==> src/rtl/retospect_cfg_loader_if.sv <==
// retospect_cfg_loader_if: byte stream into the scan-chain loader.
// Master supplies bytes; slave (the loader) raises byte_ready.
interface retospect_cfg_loader_if;
  logic [7:0] byte_in;
  logic       byte_valid;
  logic       byte_ready;

  modport master (
    output byte_in,
    output byte_valid,
    input  byte_ready
  );

  modport slave (
    input  byte_in,
    input  byte_valid,
    output byte_ready
  );
endinterface

==> src/rtl/retospect_cfg_loader.sv <==
// retospect_cfg_loader: byte-wide feeder for the clockbox + 5x5 cnb scan chain.
// Define RETOSPECT_CFG_READBACK_EN to collect the old chain image off bs_return.
module retospect_cfg_loader #(
  parameter int CHAIN_LEN = 523,
  parameter int CNT_W     = 10
) (
  input  logic                         clk,
  input  logic                         rst_n,
  input  logic                         start,
  input  logic                         abort,
  retospect_cfg_loader_if.slave        bif,
  output logic                         config_en,
  output logic                         bs_out,
  input  logic                         bs_return,
  output logic                         nn_pulse,
  output logic                         busy,
  output logic                         done,
  output logic [7:0]                   rb_byte,
  output logic                         rb_valid
);

  localparam logic [1:0] S_IDLE   = 2'd0;
  localparam logic [1:0] S_FETCH  = 2'd1;
  localparam logic [1:0] S_SHIFT  = 2'd2;
  localparam logic [1:0] S_FINISH = 2'd3;

  localparam logic [CNT_W-1:0] TOTAL = CNT_W'(CHAIN_LEN);
  localparam logic [CNT_W-1:0] LAST  = CNT_W'(CHAIN_LEN - 1);

  logic [1:0]       state_q, state_d;
  logic [7:0]       sreg_q, sreg_d;
  logic [2:0]       bit_idx_q, bit_idx_d;
  logic [CNT_W-1:0] bit_total_q, bit_total_d;
  logic             byte_ready_q, byte_ready_d;
  logic             config_en_q, config_en_d;
  logic             bs_out_q, bs_out_d;
  logic             nn_pulse_q, nn_pulse_d;
  logic             busy_q, busy_d;
  logic             done_q, done_d;
  logic             last_bit;
  logic             take;

  assign last_bit = (bit_total_q == LAST);
  assign take     = bif.byte_valid & byte_ready_q;

  always_comb begin
    state_d     = state_q;
    sreg_d      = sreg_q;
    bit_idx_d   = bit_idx_q;
    bit_total_d = bit_total_q;
    done_d      = done_q;
    nn_pulse_d  = 1'b0;
    unique case (state_q)
      S_IDLE: begin
        if (start && !abort) begin
          state_d     = S_FETCH;
          done_d      = 1'b0;
          bit_total_d = '0;
        end
      end
      S_FETCH: begin
        if (take) begin
          sreg_d    = bif.byte_in;
          bit_idx_d = '0;
          state_d   = S_SHIFT;
        end
      end
      S_SHIFT: begin
        sreg_d    = {1'b0, sreg_q[7:1]};
        bit_idx_d = bit_idx_q + 3'd1;
        if (bit_total_q != TOTAL)
          bit_total_d = bit_total_q + CNT_W'(1);
        // the final byte may be partial; its leftover bits are dropped
        if (last_bit)
          state_d = S_FINISH;
        else if (bit_idx_q == 3'd7)
          state_d = S_FETCH;
      end
      S_FINISH: begin
        state_d    = S_IDLE;
        nn_pulse_d = 1'b1;
        done_d     = 1'b1;
      end
      default: state_d = S_IDLE;
    endcase
    if (abort) begin
      state_d    = S_IDLE;
      nn_pulse_d = 1'b0;
      done_d     = 1'b0;
    end
  end

  // outputs are registered copies of the next state
  always_comb begin
    byte_ready_d = (state_d == S_FETCH);
    config_en_d  = (state_d == S_SHIFT);
    bs_out_d     = (state_d == S_SHIFT) & sreg_d[0];
    busy_d       = (state_d != S_IDLE);
  end

  always_ff @(posedge clk or negedge rst_n) begin
    if (!rst_n) begin
      state_q      <= S_IDLE;
      sreg_q       <= '0;
      bit_idx_q    <= '0;
      bit_total_q  <= '0;
      byte_ready_q <= 1'b0;
      config_en_q  <= 1'b0;
      bs_out_q     <= 1'b0;
      nn_pulse_q   <= 1'b0;
      busy_q       <= 1'b0;
      done_q       <= 1'b0;
    end else begin
      state_q      <= state_d;
      sreg_q       <= sreg_d;
      bit_idx_q    <= bit_idx_d;
      bit_total_q  <= bit_total_d;
      byte_ready_q <= byte_ready_d;
      config_en_q  <= config_en_d;
      bs_out_q     <= bs_out_d;
      nn_pulse_q   <= nn_pulse_d;
      busy_q       <= busy_d;
      done_q       <= done_d;
    end
  end

  assign bif.byte_ready = byte_ready_q;
  assign config_en      = config_en_q;
  assign bs_out         = bs_out_q;
  assign nn_pulse       = nn_pulse_q;
  assign busy           = busy_q;
  assign done           = done_q;

`ifdef RETOSPECT_CFG_READBACK_EN
  logic [7:0] rb_col_q, rb_col_d;
  logic [7:0] rb_byte_q, rb_byte_d;
  logic       rb_valid_q, rb_valid_d;
  logic [7:0] rb_next;

  // bs_return is the tail bit about to leave the chain on this edge
  always_comb begin
    rb_next    = rb_col_q | (8'(bs_return) << bit_idx_q);
    rb_col_d   = rb_col_q;
    rb_byte_d  = rb_byte_q;
    rb_valid_d = 1'b0;
    if (state_q == S_SHIFT) begin
      if (bit_idx_q == 3'd7 || last_bit) begin
        rb_byte_d  = rb_next;
        rb_valid_d = 1'b1;
        rb_col_d   = '0;
      end else begin
        rb_col_d = rb_next;
      end
    end
    if (abort) begin
      rb_col_d   = '0;
      rb_byte_d  = rb_byte_q;
      rb_valid_d = 1'b0;
    end
  end

  always_ff @(posedge clk or negedge rst_n) begin
    if (!rst_n) begin
      rb_col_q   <= '0;
      rb_byte_q  <= '0;
      rb_valid_q <= 1'b0;
    end else begin
      rb_col_q   <= rb_col_d;
      rb_byte_q  <= rb_byte_d;
      rb_valid_q <= rb_valid_d;
    end
  end

  assign rb_byte  = rb_byte_q;
  assign rb_valid = rb_valid_q;
`else
  logic unused_bs_return;
  assign unused_bs_return = bs_return;
  assign rb_byte  = '0;
  assign rb_valid = 1'b0;
`endif

endmodule

==> src/flat_wrapper.sv <==
// flat-port wrapper written by rule: the top's interface ports become plain ports
module retospect_cfg_loader_flat 
#(
  parameter int CHAIN_LEN = 523,
  parameter int CNT_W     = 10
)
  (clk, rst_n, start, abort, config_en, bs_out, bs_return, nn_pulse, busy, done, rb_byte, rb_valid, bif_byte_in, bif_byte_valid, bif_byte_ready);
  retospect_cfg_loader_if bif_i ();
  input  logic clk;
  input  logic rst_n;
  input  logic start;
  input  logic abort;
  output logic config_en;
  output logic bs_out;
  input  logic bs_return;
  output logic nn_pulse;
  output logic busy;
  output logic done;
  output logic [7:0] rb_byte;
  output logic rb_valid;
  input wire logic [$bits(bif_i.byte_in)-1:0] bif_byte_in;
  input wire logic [$bits(bif_i.byte_valid)-1:0] bif_byte_valid;
  output wire logic [$bits(bif_i.byte_ready)-1:0] bif_byte_ready;
  assign bif_i.byte_in = bif_byte_in;
  assign bif_i.byte_valid = bif_byte_valid;
  assign bif_byte_ready = bif_i.byte_ready;
  retospect_cfg_loader #(.CHAIN_LEN(CHAIN_LEN), .CNT_W(CNT_W)) u_core (.clk(clk), .rst_n(rst_n), .start(start), .abort(abort), .bif(bif_i), .config_en(config_en), .bs_out(bs_out), .bs_return(bs_return), .nn_pulse(nn_pulse), .busy(busy), .done(done), .rb_byte(rb_byte), .rb_valid(rb_valid));
endmodule
==> config.mk <==
export PLATFORM = sky130hd
export DESIGN_NAME = retospect_cfg_loader_flat
export DESIGN_NICKNAME = d
export VERILOG_FILES = /design/src/rtl/retospect_cfg_loader_if.sv /design/src/rtl/retospect_cfg_loader.sv /design/src/flat_wrapper.sv
export SDC_FILE = /design/constraint.sdc
export NUM_CORES = 1
export LEC_CHECK = 0
export CORE_AREA = 10 10 90 92
export CTS_BUF_LIST = sky130_fd_sc_hd__clkbuf_8
export CTS_CLUSTER_DIAMETER = 30
export DETAILED_ROUTE_END_ITERATION = 8
export DIE_AREA = 0 0 100 102
export HOLD_SLACK_MARGIN = 0.08
export PLACE_DENSITY = 0.5
export SYNTH_ARGS = -nofsm -noshare
export SYNTH_HDL_FRONTEND = slang
export SYNTH_SLANG_ARGS = --single-unit
==> constraint.sdc <==
create_clock -name clk -period 3.3 [get_ports clk]
set_input_delay 0.66 -clock clk [delete_from_list [all_inputs] [get_ports clk]]
set_output_delay 0.66 -clock clk [all_outputs]
set_load 0.02 [all_outputs]
==> flow_summary.ini <==
[status]
status = complete, no violations

[global_route]
grt_pass1_vias = 1206
antenna_found_initial = 0
grt.total_usage_pct = 7.301
grt_pass1_wl_um = 6037
overflow = 0
grt_max_degree = 30

[synthesis]
synth_warnings = 0
syn_area_per_cell_um2 = 9.928
synth-simple-area-share_pct = 17.90
syn_inst = 169
synth_fa_ha_area_share_pct = 5.966
synthXorXnorAreaFrac_pct = 2.610
synth_top_flop_cell = dfrtp_1
syn-cell-area_um2 = 1678
synth-seq-cells = 29
muxShareOfSynthArea_pct = 1.790
synth_top_family_by_area = compound AO/OA/AOI/OAI gates
synthDistinctLibCells = 49
synth_edf_count = 0
yosysSeqAreaShare_pct = 43.25
async_flop_share_pct = 100.0
synth_compound_gate_area_share_pct = 19.76

[floorplan]
dieArea_um2 = 10200
initial_core_util_pct = 26.73
io_pins = 29
core-area_um2 = 6277
num_rows = 29
die_h_um = 102
die-width_um = 100

[critical_path]
cp.arrival_ns = 2.42
criticalPathCategory = reg -> reg
critPathLaunchType = register
cp-end-kind = register
path_cells = inv_1 -> ha_1 -> and3b_2 -> o2111ai_4 -> or4_4 -> a21oi_2
regToRegSetupSlack_ns = 1.09
max_stage_delay_ns = 0.54
path_max_fanout = 12
crit_slowest_cell = or4_4
required_ns = 3.51

[timing]
finalHoldViolations = 0
rsz0062_at_grt = false
fin_crit_ns = 2.211
slew_headroom_pct = 58.37
max_freq_ghz = 0.4522
slew_violations = 0
finClkSkew_ns = 0.005009
setup-violations-final = 0
worst_pin_slew_ns = 0.6179
finalSetupTns_ns = 0
finalCritPeriodShare_pct = 67.01
fin_ws_ns = 1.089

[layout]
insertedDiodeCount = 0
layout_commonest_cell = dfrtp_1
area_delta_synth_final_pct = 19.61
stdcell_area_um2 = 2007
final_util_pct = 31.97
num-fill-cells = 660
nets = 212
layout-drive-gt1-share_pct = 11.52
layout_common_cells = dfrtp_1, clkdlybuf4s50_1, nand2_1, inv_1, o21ai_0

[clocking]
clk_pin_slew_ns = 0.07
cts_setup_buffers = 0
clock_latency_ns = 0.28
cts_tree = done
numCtsBuffers = 5
cts_sinks = 29
hold_buffers = 0
cts_resized = 0
clk_path_buf_depth = 2
htree_num_levels = 2
cts-root-buf = clkbuf_8

[placement]
dp_hpwl_um = 2598
pre_cts_ws_ns = 0.8789
placement.cell_area_um2 = 1906
numPortBuffers = 18
gp_congestion = 0.8034

[drt]
first_iter_violations = 43
drc = 0
vias = 1265
wl_per_cell_um = 13.26
viasPerCell = 4.720
drtAntennaViolNets = 0
wirelength_um = 3554
drtPass1Iterations = 4

[pwr]
peakVddDrop_v = 0.0002603
powerDensity_nw_per_um2 = 416.7
cellLeakagePower_nw = 0.8208

[min_path]
hp-class = reg -> reg

[job]
drv_cap = 0
## per-layer routing
metal	track usage, %	vias up	routed length [um]
met3	3.104	4	227
met2	10.35	29	1527
li1	-	633	-
met1	9.774	599	1766
met5	0	-	0
met4	2.283	0	32
## registers in the layout (all words and copies together), names as in the netlist
name                   count
u_core.state_q             2
u_core.bs_out              1
u_core.done                1
u_core.busy                1
u_core.bit_total_q        10
u_core.bif.byte_ready      1
u_core.nn_pulse            1
u_core.sreg_q              8
u_core.bit_idx_q           3
u_core.config_en           1
## worst max-delay path, delay by kind of cell, from the launching register on
family	cells	cell delay, ns
compound gates	2	0.30
fa+ha+maj	1	0.41
simple gates	2	0.84
flops	1	0.46
buf+inv	1	0.13
## synth_stat cells (2+ instances only)
| master | instances | share of area, % |
|---|---|---|
| a2111oi_0 | 2 | 1.0 |
| a21oi_1 | 3 | 0.89 |
| a22o_1 | 2 | 1.0 |
| a22oi_1 | 6 | 2.7 |
| a311oi_1 | 2 | 1.0 |
| and3_1 | 2 | 0.75 |
| buf_2 | 3 | 0.89 |
| buf_4 | 11 | 4.9 |
| dfrtp_1 | 29 | 43 |
| ha_1 | 8 | 6.0 |
| inv_1 | 11 | 2.5 |
| mux2i_1 | 3 | 1.8 |
| nand2_1 | 13 | 2.9 |
| nand2b_1 | 2 | 0.75 |
| nand3_1 | 8 | 2.4 |
| nand3b_1 | 2 | 0.89 |
| nand4_1 | 2 | 0.75 |
| nor2_1 | 10 | 2.2 |
| nor2b_1 | 3 | 1.1 |
| nor3b_1 | 2 | 0.89 |
| o211ai_1 | 2 | 0.89 |
| o21ai_0 | 11 | 3.3 |
| or3_2 | 2 | 0.89 |
| xnor2_1 | 5 | 2.6 |
## power breakdown
part,internal (mW),leakage [nW],switching [mW]
registers,0.375,0.399,0.0153
clock network,0.188,0.0542,0.136
logic,0.0530,0.368,0.0692
## through the flow
step	total power, mW	hold slack (ns)	instances
2_1_floorplan	0.4802	0.3644	177
3_3_place_gp	0.5195	0.4696	260
3_5_place_dp	0.5204	0.4713	260
4_1_cts	0.8518	0.4867	268
5_1_grt	0.8818	0.5029	268
6_report	0.8363	0.4865	268
## path summary, 6_finish.rpt
check / startpoint / cells after the start / end
min in group asynchronous: rst_n / 2 / u_core.bit_total_q[3]$_DFFE_PN0P_
hold / removal: u_core.sreg_q[3]$_DFFE_PN0P_ / 2 / u_core.sreg_q[3]$_DFFE_PN0P_
hold reg to reg: u_core.sreg_q[3]$_DFFE_PN0P_ / 2 / u_core.sreg_q[3]$_DFFE_PN0P_
max in group asynchronous: rst_n / 2 / u_core.sreg_q[6]$_DFFE_PN0P_
setup reg to reg: u_core.state_q[1]$_DFF_PN0_ / 6 / u_core.bit_total_q[9]$_DFFE_PN0P_
setup / recovery: u_core.state_q[1]$_DFF_PN0_ / 6 / u_core.bit_total_q[9]$_DFFE_PN0P_
## logic make-up after synthesis
kind of cell	after synthesis
compound gates	43
simple gates	54
xor+xnor	5
other cells	1
buf+inv	26
fa+ha+maj	8
mux	3
flops	29
## area by class of cell
type / count / area [um^2] / share of cell area [%]
tap: 77 / 96.34 / 4.801
timing repair buffer: 21 / 202.7 / 10.10
inverter: 11 / 41.29 / 2.057
multi-input combinational: 122 / 839.6 / 41.83
sequential: 29 / 725.7 / 36.16
clock buffer: 7 / 96.34 / 4.801
clock inverter: 1 / 5.005 / 0.2494
Power figures use the tool's default switching activity.
